### src/rtl/bcd_counter.sv
// bcd_counter: two-digit BCD counter with start/stop toggle, prescaler,
// synchronous clear and load, and a one-cycle carry pulse on wrap.
//
// Optional feature: define BCD_COUNTER_DOWN_EN to add the dir port
// (1 = count up, 0 = count down). The default build counts up only.
//
// Ports:
//   clk         in   sole clock, rising edge
//   reset       in   asynchronous, active-high reset
//   start_stop  in   level; each rising edge toggles the run state
//   clr         in   synchronous clear of both digits
//   load        in   synchronous load of load_val
//   load_val    in   {tens, ones} BCD value, nibbles above 9 saturate to 9
//   dir         in   (BCD_COUNTER_DOWN_EN only) 1 = up, 0 = down
//   tens        out  BCD tens digit, 0..9
//   ones        out  BCD ones digit, 0..9
//   running     out  high while in RUNNING state
//   carry       out  one-cycle pulse on 99->00 (or 00->99 counting down)
module bcd_counter #(
  parameter int unsigned PRESCALE = 4
) (
  input  logic       clk,
  input  logic       reset,
  input  logic       start_stop,
  input  logic       clr,
  input  logic       load,
  input  logic [7:0] load_val,
`ifdef BCD_COUNTER_DOWN_EN
  input  logic       dir,
`endif
  output logic [3:0] tens,
  output logic [3:0] ones,
  output logic       running,
  output logic       carry
);

  localparam int unsigned PW = 16;
  localparam logic [PW-1:0] PMAX = PW'(PRESCALE - 1);

  typedef enum logic {
    STOPPED = 1'b0,
    RUNNING = 1'b1
  } state_t;

  state_t          state;
  state_t          state_nxt;
  logic            start_stop_q;
  logic            ss_rise_c;
  logic            step_c;
  logic            count_up_c;
  logic [PW-1:0]   presc;
  logic [PW-1:0]   presc_nxt;
  logic [3:0]      tens_nxt;
  logic [3:0]      ones_nxt;
  logic            carry_nxt;

  // Clamp a loaded nibble into the legal BCD range.
  function automatic logic [3:0] sat9(input logic [3:0] d);
    return (d > 4'd9) ? 4'd9 : d;
  endfunction

`ifdef BCD_COUNTER_DOWN_EN
  assign count_up_c = dir;
`else
  assign count_up_c = 1'b1;
`endif

  assign ss_rise_c = start_stop & ~start_stop_q;
  assign running   = (state == RUNNING);

  // State and edge-detect register; start_stop_q resets high so a level
  // held high through reset does not look like a new edge.
  always_ff @(posedge clk or posedge reset) begin
    if (reset) begin
      state        <= STOPPED;
      start_stop_q <= 1'b1;
    end else begin
      state        <= state_nxt;
      start_stop_q <= start_stop;
    end
  end

  // Next state, prescaler and digit update; load beats clr beats step.
  always_comb begin
    state_nxt = state;
    presc_nxt = '0;
    tens_nxt  = tens;
    ones_nxt  = ones;
    carry_nxt = 1'b0;
    step_c    = 1'b0;

    if (ss_rise_c) begin
      state_nxt = (state == RUNNING) ? STOPPED : RUNNING;
    end

    // Prescaler only advances while running; a step fires on the wrap.
    if (state == RUNNING) begin
      if (presc == PMAX) begin
        step_c = 1'b1;
      end else begin
        presc_nxt = presc + PW'(1);
      end
    end

    if (load) begin
      tens_nxt  = sat9(load_val[7:4]);
      ones_nxt  = sat9(load_val[3:0]);
      presc_nxt = '0;
    end else if (clr) begin
      tens_nxt  = 4'd0;
      ones_nxt  = 4'd0;
      presc_nxt = '0;
    end else if (step_c) begin
      if (count_up_c) begin
        if (ones == 4'd9) begin
          ones_nxt = 4'd0;
          if (tens == 4'd9) begin
            tens_nxt  = 4'd0;
            carry_nxt = 1'b1;
          end else begin
            tens_nxt = tens + 4'd1;
          end
        end else begin
          ones_nxt = ones + 4'd1;
        end
      end else begin
        if (ones == 4'd0) begin
          ones_nxt = 4'd9;
          if (tens == 4'd0) begin
            tens_nxt  = 4'd9;
            carry_nxt = 1'b1;
          end else begin
            tens_nxt = tens - 4'd1;
          end
        end else begin
          ones_nxt = ones - 4'd1;
        end
      end
    end
  end

  // Datapath registers.
  always_ff @(posedge clk or posedge reset) begin
    if (reset) begin
      presc <= '0;
      tens  <= 4'd0;
      ones  <= 4'd0;
      carry <= 1'b0;
    end else begin
      presc <= presc_nxt;
      tens  <= tens_nxt;
      ones  <= ones_nxt;
      carry <= carry_nxt;
    end
  end

endmodule

### config.mk
export PLATFORM = sky130hd
export DESIGN_NAME = bcd_counter
export DESIGN_NICKNAME = d
export VERILOG_FILES = /design/src/rtl/bcd_counter.sv
export SDC_FILE = /design/constraint.sdc
export NUM_CORES = 1
export LEC_CHECK = 0
export ABC_AREA = 0
export CORE_MARGIN = 2
export CORE_UTILIZATION = 35
export DETAILED_ROUTE_END_ITERATION = 12
export PLACE_DENSITY = 0.64
export SETUP_SLACK_MARGIN = 0.3
export SLEW_MARGIN = 20
export SYNTH_ARGS = -nofsm -noshare
export SYNTH_HDL_FRONTEND = slang
export SYNTH_SLANG_ARGS = --single-unit
### constraint.sdc
create_clock -name clk -period 1.9 [get_ports clk]
set_clock_uncertainty 0.2 [all_clocks]
set_input_delay 0.19 -clock clk [delete_from_list [all_inputs] [get_ports clk]]
set_output_delay 0.19 -clock clk [all_outputs]
set_load 0.05 [all_outputs]
==> flow_summary.yaml, run 1 <==
critical_path:
  cp_max_fo: 16
  slowest_delay_ps: 400
  crit_type: "reg -> reg"
  r2r_start: "presc[1]"
  crit_arrival_ps: 1860
  r2r_slack_ps: -10
  critPathLaunchType: "register"
  r2r_end: "presc[15]"
  cp_cell_sequence: "ha_4 > nor4b_4 > nand4b_1 > o311ai_4 > buf_12 > a21oi_1"
  r2r.worst_path.cells: 6
  crit_path_end_kind: "register"
  crit_required_ps: 1850
  cpMaxStageDelayCell: "dfrtp_1"
  crit_end: "presc[15]"
  crit_start: "presc[1]"
timing:
  hold_viol_final: 0
  setup_violations: 3
  finalCritPeriodShare_pct: 101
  rsz0062_at_grt: "yes"
  layout_setup_ws_ps: -12.7
  min_period_ps: 1910
  fin_hold_ws_ps: 64.8
  tightest_slew_ps: 481
  fmax_mhz: 523
  slew_violations: 0
  relSlewSlack_pct: 68.1
synth:
  synth_commonest_cells: "dfrtp_1 (26), nand2_1 (17), nor2_1 (17), nand3_1 (12)"
  synthArstFlopShare_pct: 100
  synth.top_cells.by_area: "dfrtp_1 (41%), xnor2_1 (4.4%), nand2_1 (4.0%)"
  syn_inst: 161
  avgSynthCellArea_um2: 9.96
  synth_top_area_share_pct: 40.6
  synth-edff-count: 0
  synth.most_common_cell: "dfrtp_1"
  yosysWarnings: 0
  ys_seq_area_share_pct: 42.2
  synth_nets: 179
  syn_area_mm2: 0.00160
  ys_types: 48
  synth_top_area_cell: "dfrtp_1"
  dominantRegCellSynth: "dfrtp_1"
  synth-seq-cells: 27
global_route:
  grt_antenna_before_repair: 0
  grt_max_degree: 28
  gr-total-overflow: 0
  grt_pass1_wl_mm: 6.52
  first_global_vias: 1413
  grt_usage_pct: 15.7
clock_tree:
  clk_pin_slew_ps: 100
  numCtsBuffers: 3
  ctsHoldBuffers: 0
  cts_tree: "yes"
  cts_root_buffer: "clkbuf_8"
  h-tree-depth: 1
  cts.path.max_buffers: 2
  cts.sinks: 27
  clk_latency_ps: 280
final_layout:
  synthToLayoutAreaGrowth_pct: 35.4
  final_nets: 227
  postLayoutCellArea_mm2: 0.00217
  fill_cells: 401
  antenna_cells: 0
  drive_gt1_share_pct: 30.8
placed_design:
  gp_congestion: 0.822
  portBuffers: 22
  dpl.hpwl_mm: 2.76
  place_area_mm2: 0.00205
die:
  dieArea_mm2: 0.00514
  rows: 24
  initial_utilization_pct: 36.6
  die_x_um: 71.7
  coreArea_mm2: 0.00438
  ios: 23
  die_y_um: 71.7
outcome:
  violations: "setup timing"
  status: "finished with violations"
routing:
  wl_per_cell_um: 14.9
  firstDrtPassIters: 4
  wl_mm: 3.86
  vias: 1398
  drc: 0
  drt_iter0_markers: 63
  viasPerCell: 5.38
  final_antenna_net_count: 0
power_and_ir_drop:
  p_per_area_mw_per_mm2: 638
  finalPower_mw: 1.38
  ir_worst_vdd_mv: 0.328
  power_leakage_nw: 0.888
job:
  max_cap_violations: 0
worst_hold_path:
  hold_class: "in -> async"
-- worst min path at each step --
stage / slack, ps / end / cells after the start / from
6_report: 60 / ones[2] / 3 / reset
3_5_place_dp: 380 / tens[0] / 1 / tens[0]
2_1_floorplan: -6 / start_stop_q / 0 / start_stop
5_1_grt: 120 / ones[3] / 3 / reset
4_1_cts: 80 / ones[2] / 3 / reset
3_3_place_gp: 370 / tens[0] / 1 / tens[0]
-- critical path: cells and delay by family (launching register included) --
family / cells / cell delay, ps
and+or+nand+nor: 2 / 490
DFF: 1 / 400
AOI/OAI and AO/OA: 2 / 340
buffers and inverters: 1 / 190
adders and majority gates: 1 / 150
-- layer usage --
layer | up-vias | part of all wire, % | track usage (%)
met2 | 41 | 52 | 29.2
met5 | - | 0 | 0
met3 | 4 | 5.0 | 2.53
met4 | 0 | 0.88 | 3.77
met1 | 679 | 43 | 18.7
li1 | 674 | - | -
-- timing repair --
item,in CTS,in global routing
endpoints found under the setup margin,26,25
endpoints found under the hold margin,0,0
resized for setup,9,5
setup buffers,1,0
pin swaps,4,4
-- power by group --
| group | internal (mW) | switching (mW) | leakage, nW | total, mW |
|---|---|---|---|---|
| logic | 0.174 | 0.228 | 0.507 | 0.402 |
| registers | 0.610 | 0.0344 | 0.355 | 0.645 |
| clock network | 0.147 | 0.190 | 0.0255 | 0.337 |
-- cell type report --
class	instances	area [um^2]	area share (%)
Timing Repair Buffer	48	412	19.0
Sequential cell	27	683	31.5
Clock inverter	1	5.00	0.231
Clock buffer	3	41.3	1.90
Inverter	5	18.8	0.865
Tap cell	52	65.1	3.00
Multi-Input combinational cell	124	946	43.6
-- metrics by stage --
step           setup WS, ps  util [%]  setup TNS [ps]  std cells
2_1_floorplan          16.8         -               0        161
3_3_place_gp           10.6      46.8               0        255
3_5_place_dp          -25.6      46.8           -62.6        255
4_1_cts               -25.3      49.1            -169        260
5_1_grt               -89.5      49.5           -1380        260
6_report              -12.7      49.5           -20.0        260
-- placed cells by master (no fill, tap or decap), drive strengths merged, types with 2 or more instances in the layout --
cell	synthesis	routed
nor2	18	18
o21ai	9	9
ha	5	5
nor2b	2	2
dfrtp	26	26
nand3	12	12
inv	5	5
clkbuf	2	3
o21a	2	2
o311ai	2	2
or4	2	2
nand4	4	4
mux2	3	3
nand2	17	17
and4	3	3
clkdlybuf4s50	0	12
nand3b	2	2
nor4	4	4
xor2	4	4
nor3	5	5
a21oi	4	4
xnor2	8	8
nor4b	3	3
buf	3	35
-- logic make-up after synthesis --
kind of cell               count (synthesis)  share of synthesized area, %
AOI/OAI and AO/OA                         25                          11.6
adders and majority gates                  5                          3.90
DFF                                       27                          42.2
xor gates and xnor gates                  12                          6.56
buffers and inverters                     10                          3.82
muxes                                      4                          2.73
and+or+nand+nor                           78                          29.1
-- sequential cells by signal, indices dropped and copies added (netlist names) --
register and flops:
carry 1, ones 4, presc 16, running 1, start_stop_q 1, tens 4
Power figures use the tool's default switching activity.
==> run 2, diff against run 1 <==
--- a/config.mk
+++ b/config.mk
@@ -6,10 +6,14 @@
 export NUM_CORES = 1
 export LEC_CHECK = 0
 export ABC_AREA = 0
+export CELL_PAD_IN_SITES_DETAIL_PLACEMENT = 1
+export CELL_PAD_IN_SITES_GLOBAL_PLACEMENT = 2
 export CORE_MARGIN = 2
-export CORE_UTILIZATION = 35
+export CORE_UTILIZATION = 31
+export CTS_CLUSTER_DIAMETER = 30
 export DETAILED_ROUTE_END_ITERATION = 12
-export PLACE_DENSITY = 0.64
+export GPL_TIMING_DRIVEN = 0
+export PLACE_DENSITY = 0.83
 export SETUP_SLACK_MARGIN = 0.3
 export SLEW_MARGIN = 20
 export SYNTH_ARGS = -nofsm -noshare
==> flow_summary.yaml, run 2 (synthesis results as in run 1) <==
worst_hold_path:
  hold_class: "in -> reg"
final_layout:
  final_cells: 269
  reg_top3: "presc x16, ones x4, tens x4"
  drive_gt1_share_pct: 30.7
  layout_common_cells: "dfrtp_1 (21), nand2_1 (17), nand3_1 (12), nor2_1 (11), clkdlybuf4s50_1 (11)"
  antenna_cells: 0
  postLayoutCellArea_mm2: 0.00216
  final_nets: 218
  final_common_cell: "dfrtp_1"
  largest_reg_flops: 16
  multi_input_area_um2: 943
  seq_area_um2: 683
  regMostFlops: "presc"
  fill_cells: 567
  synthToLayoutAreaGrowth_pct: 34.9
global_route:
  grt_max_degree: 28
  grt_pass1_wl_mm: 7.28
  grt_antenna_before_repair: 0
  first_global_vias: 1477
  grt_usage_pct: 15.5
  gr-total-overflow: 0
die:
  die_x_um: 75.9
  coreArea_mm2: 0.00504
  ios: 23
  rows: 26
  initial_utilization_pct: 31.8
  dieArea_mm2: 0.00576
  die_y_um: 75.9
outcome:
  status: "finished with violations"
  violations: "setup timing"
timing:
  tightest_slew_ps: 585
  min_period_ps: 2030
  rsz0062_at_grt: "yes"
  slew_violations: 0
  fmax_mhz: 493
  hold_viol_final: 0
  layout_setup_ws_ps: -129
  relSlewSlack_pct: 60.9
  setup_tns_ps: -1870
  finalCritPeriodShare_pct: 107
  setup_violations: 19
  fin_hold_ws_ps: 88.3
routing:
  firstDrtPassIters: 2
  viasPerCell: 5.08
  vias: 1367
  drc: 0
  wl_mm: 4.17
  wl_per_cell_um: 15.5
  final_antenna_net_count: 0
  drt_iter0_markers: 33
critical_path:
  cpMaxStageDelayCell: "dfrtp_1"
  crit_required_ps: 1880
  slowest_delay_ps: 380
  cp_cell_sequence: "buf_6 > nor4_4 > nand4b_1 > o311ai_4 > buf_4 > buf_6 > nor2_1"
  crit_path_end_kind: "register"
  crit_type: "reg -> reg"
  critPathLaunchType: "register"
  crit_arrival_ps: 2010
  cp_max_fo: 5
  crit_top_cell: "buf_6"
clock_tree:
  clk_pin_slew_ps: 90
  ctsHoldBuffers: 0
  clk_latency_ps: 270
  h-tree-depth: 1
  numCtsBuffers: 3
  cts.sinks: 27
  cts.path.max_buffers: 2
  cts_root_buffer: "clkbuf_8"
  cts_tree: "yes"
power_and_ir_drop:
  p_per_area_mw_per_mm2: 644
  ir_worst_vdd_mv: 0.285
  power_leakage_nw: 0.800
job:
  max_cap_violations: 0
placed_design:
  dpl.hpwl_mm: 2.91
  place_inst: 252
  portBuffers: 21
  place_area_mm2: 0.00193
  preCtsSetupSlack_ps: -244
  gp_congestion: 0.812
==> run 2: through the flow <==
step                      power (mW)  util, %
after detailed placement        1.02     38.3
after global routing            1.48     42.9
after floorplan                0.890        -
after CTS                       1.39     41.6
after global placement          1.00     38.3
final                           1.39     42.9
==> run 2: timing repair <==
item	in CTS	in global routing
pin swaps	9	5
endpoints found under the setup margin	35	25
gates resized for setup	40	9
buffers inserted	8	4
gates cloned	1	0
==> run 2: worst max-delay path, delay by kind of cell, from the launching register on <==
family | cells | cell delay, ps
and+or+nand+nor | 3 | 620
buffers and inverters | 3 | 420
DFF | 1 | 380
AOI/OAI and AO/OA | 1 | 310
==> run 2: final timing paths <==
kind	to	cells past startpoint	start	slack (ps)
worst max-delay path	presc[0]	7	presc[7]	-130
worst min-delay path	ones[3]	3	load	90
worst min register to register	running	1	running	340
max in group asynchronous	ones[0]	2	reset	990
worst max register to register	presc[0]	7	presc[7]	-130
min in group asynchronous	tens[3]	2	reset	100
==> run 2: cell type report <==
type / instances / share of cell area [%]
timing repair buffer: 34 / 15.2
buffer: 5 / 2.55
inverter: 5 / 0.868
tap: 70 / 4.05
multi-input combinational: 124 / 43.6
sequential: 27 / 31.6
clock buffer: 4 / 2.08
==> run 2: power breakdown <==
part,internal (mW),switching (mW)
registers,0.611,0.0477
logic,0.175,0.226
clock network,0.151,0.183
==> run 2: layer usage <==
| metal | GRT usage, % | wire, um | share of wire, % | vias up |
|---|---|---|---|---|
| met5 | 0 | 0 | 0 | - |
| met4 | 6.18 | 62 | 1.5 | 0 |
| met3 | 2.86 | 136 | 3.3 | 6 |
| met2 | 27.0 | 2140 | 51 | 25 |
| met1 | 18.9 | 1830 | 44 | 680 |
| li1 | - | - | - | 656 |
==> run 3, diff against run 2 <==
==> constraint.sdc (replaced) <==
create_clock -name clk -period 1.9 [get_ports clk]
set_clock_uncertainty 0.2 [all_clocks]
set_input_delay 0.19 -clock clk [delete_from_list [all_inputs] [get_ports clk]]
set_output_delay 0.19 -clock clk [all_outputs]
set_load 0.005 [all_outputs]
==> flow_summary.yaml, run 3 (synthesis results as in run 1) <==
outcome:
  status: "finished with violations"
  violations: "setup timing"
final_layout:
  utilization_pct: 44.9
  final_common_cell: "buf_4"
  reg_top3: "presc x16, ones x4, tens x4"
  synthToLayoutAreaGrowth_pct: 41.2
  drive_gt1_share_pct: 31.6
  regMostFlops: "presc"
  final_nets: 231
  antenna_cells: 0
  layout_common_cells: "buf_4 (24), dfrtp_1 (23), nand2_1 (17), clkdlybuf4s50_1 (14), nand3_1 (11)"
  largest_reg_flops: 16
global_route:
  gr-total-overflow: 0
  first_global_vias: 1512
  grt_max_degree: 28
  grt_antenna_before_repair: 0
  grt_usage_pct: 15.1
  grt_pass1_wl_mm: 7.17
critical_path:
  crit_type: "reg -> reg"
  r2r_end: "tens[3]"
  r2r_slack_ps: -120
  r2r_start: "presc[12]"
  cp_max_fo: 5
  crit_arrival_ps: 1980
  crit_required_ps: 1860
  r2r.worst_path.cells: 5
  crit_path_end_kind: "register"
  critPathLaunchType: "register"
clock_tree:
  clk_latency_ps: 270
  cts_tree: "yes"
  numCtsBuffers: 3
  ctsHoldBuffers: 0
  cts_root_buffer: "clkbuf_8"
  cts.sinks: 27
  h-tree-depth: 1
  clk_pin_slew_ps: 90
  cts.path.max_buffers: 2
routing:
  drc: 0
  wl_mm: 4.37
  final_antenna_net_count: 0
  dr_wl_met3_um: 160
  firstDrtPassIters: 4
  wl_per_cell_um: 15.5
  vias: 1410
  wl_met2_mm: 2.28
  highest-signal-layer: "met4"
  drt_iter0_markers: 40
  viasPerCell: 5.00
  met1_length_mm: 1.92
timing:
  setup_tns_ps: -1340
  slew_violations: 0
  rsz0062_at_grt: "yes"
  min_period_ps: 2020
  finalCritPeriodShare_pct: 106
  relSlewSlack_pct: 61.3
  setup_violations: 23
  layout_setup_ws_ps: -121
  fmax_mhz: 495
  hold_viol_final: 0
  tightest_slew_ps: 579
power_and_ir_drop:
  p_per_area_mw_per_mm2: 573
  power_leakage_nw: 0.927
  ir_worst_vdd_mv: 0.264
worst_hold_path:
  hold_class: "in -> async"
die:
  coreArea_mm2: 0.00504
  initial_utilization_pct: 31.8
  dieArea_mm2: 0.00576
  die_y_um: 75.9
  die_x_um: 75.9
  ios: 23
  rows: 26
placed_design:
  dpl.hpwl_mm: 2.93
  gp_congestion: 0.764
  portBuffers: 21
job:
  max_cap_violations: 0
## run 3: cell count changes in the layout (fill, tap and decap cells not counted), moves of 2 or more
cell             previous run  this run
clkdlybuf4s15_2             9         0
clkdlybuf4s50_1            11        14
dlymetal6s2s_1              0         4
mux2_2                      2         0
dlygate4sd2_1               1         3
dfrtp_2                     5         3
buf_4                      10        24
nor2_1                     11         9
dfrtp_1                    21        23
nor2_2                      6         9
mux2_4                      1         3
## run 3: worst max-delay path by stage
stage	start	endpoint	slack (ps)
after floorplan	presc[0]	presc[0]	20
final	presc[12]	tens[3]	-120
after detailed placement	presc[0]	presc[9]	-290
after global placement	presc[0]	presc[7]	-200
after CTS	presc[7]	presc[14]	-150
after global routing	presc[2]	carry	-220
## run 3: report_power, final
part	internal, mW	switching, mW	leakage [nW]
clock	0.150	0.172	0.0228
sequential	0.610	0.0263	0.358
combinational	0.182	0.158	0.546
## run 3: worst max-delay path, cell delays in order (launching register included)
cell and delay (ps):
dfrtp_1 470, nor4b_4 360, buf_4 180, nand4_4 140
o21ai_4 240, mux2_4 320
## run 3: timing repair
item	4_1_cts	5_1_grt
resized for setup	16	21
gates cloned	1	0
setup endpoints to repair	32	29
setup buffers	16	9
endpoints found under the hold margin	0	0
pin swaps	10	6
## run 3: stage by stage
stage | power, mW | worst slack (ps) | std cells | hold slack (ps) | instance area (um^2)
5_1_grt | 1.38 | -220 | 282 | 140 | 2260
6_report | 1.30 | -121 | 282 | 100 | 2260
2_1_floorplan | 0.784 | 16.8 | 161 | -5.52 | 1620
3_3_place_gp | 0.896 | -201 | 252 | 344 | 1920
3_5_place_dp | 0.905 | -288 | 252 | 364 | 1920
4_1_cts | 1.29 | -153 | 273 | 124 | 2120
## run 3: area by class of cell
| type | instances | area [um^2] |
|---|---|---|
| sequential | 27 | 681 |
| timing repair buffer | 47 | 419 |
| multi-input combinational | 124 | 963 |
| inverter | 5 | 18.8 |
| buffer | 5 | 48.8 |
| tap | 70 | 87.6 |
| fill | 579 | 2780 |
| clock buffer | 4 | 45.0 |
## run 3: layer usage
| metal | vias to the layer above | global-route usage, % |
|---|---|---|
| met5 | - | 0 |
| met1 | 699 | 17.9 |
| li1 | 684 | - |
| met3 | 2 | 2.98 |
| met4 | 0 | 3.27 |
| met2 | 25 | 28.2 |
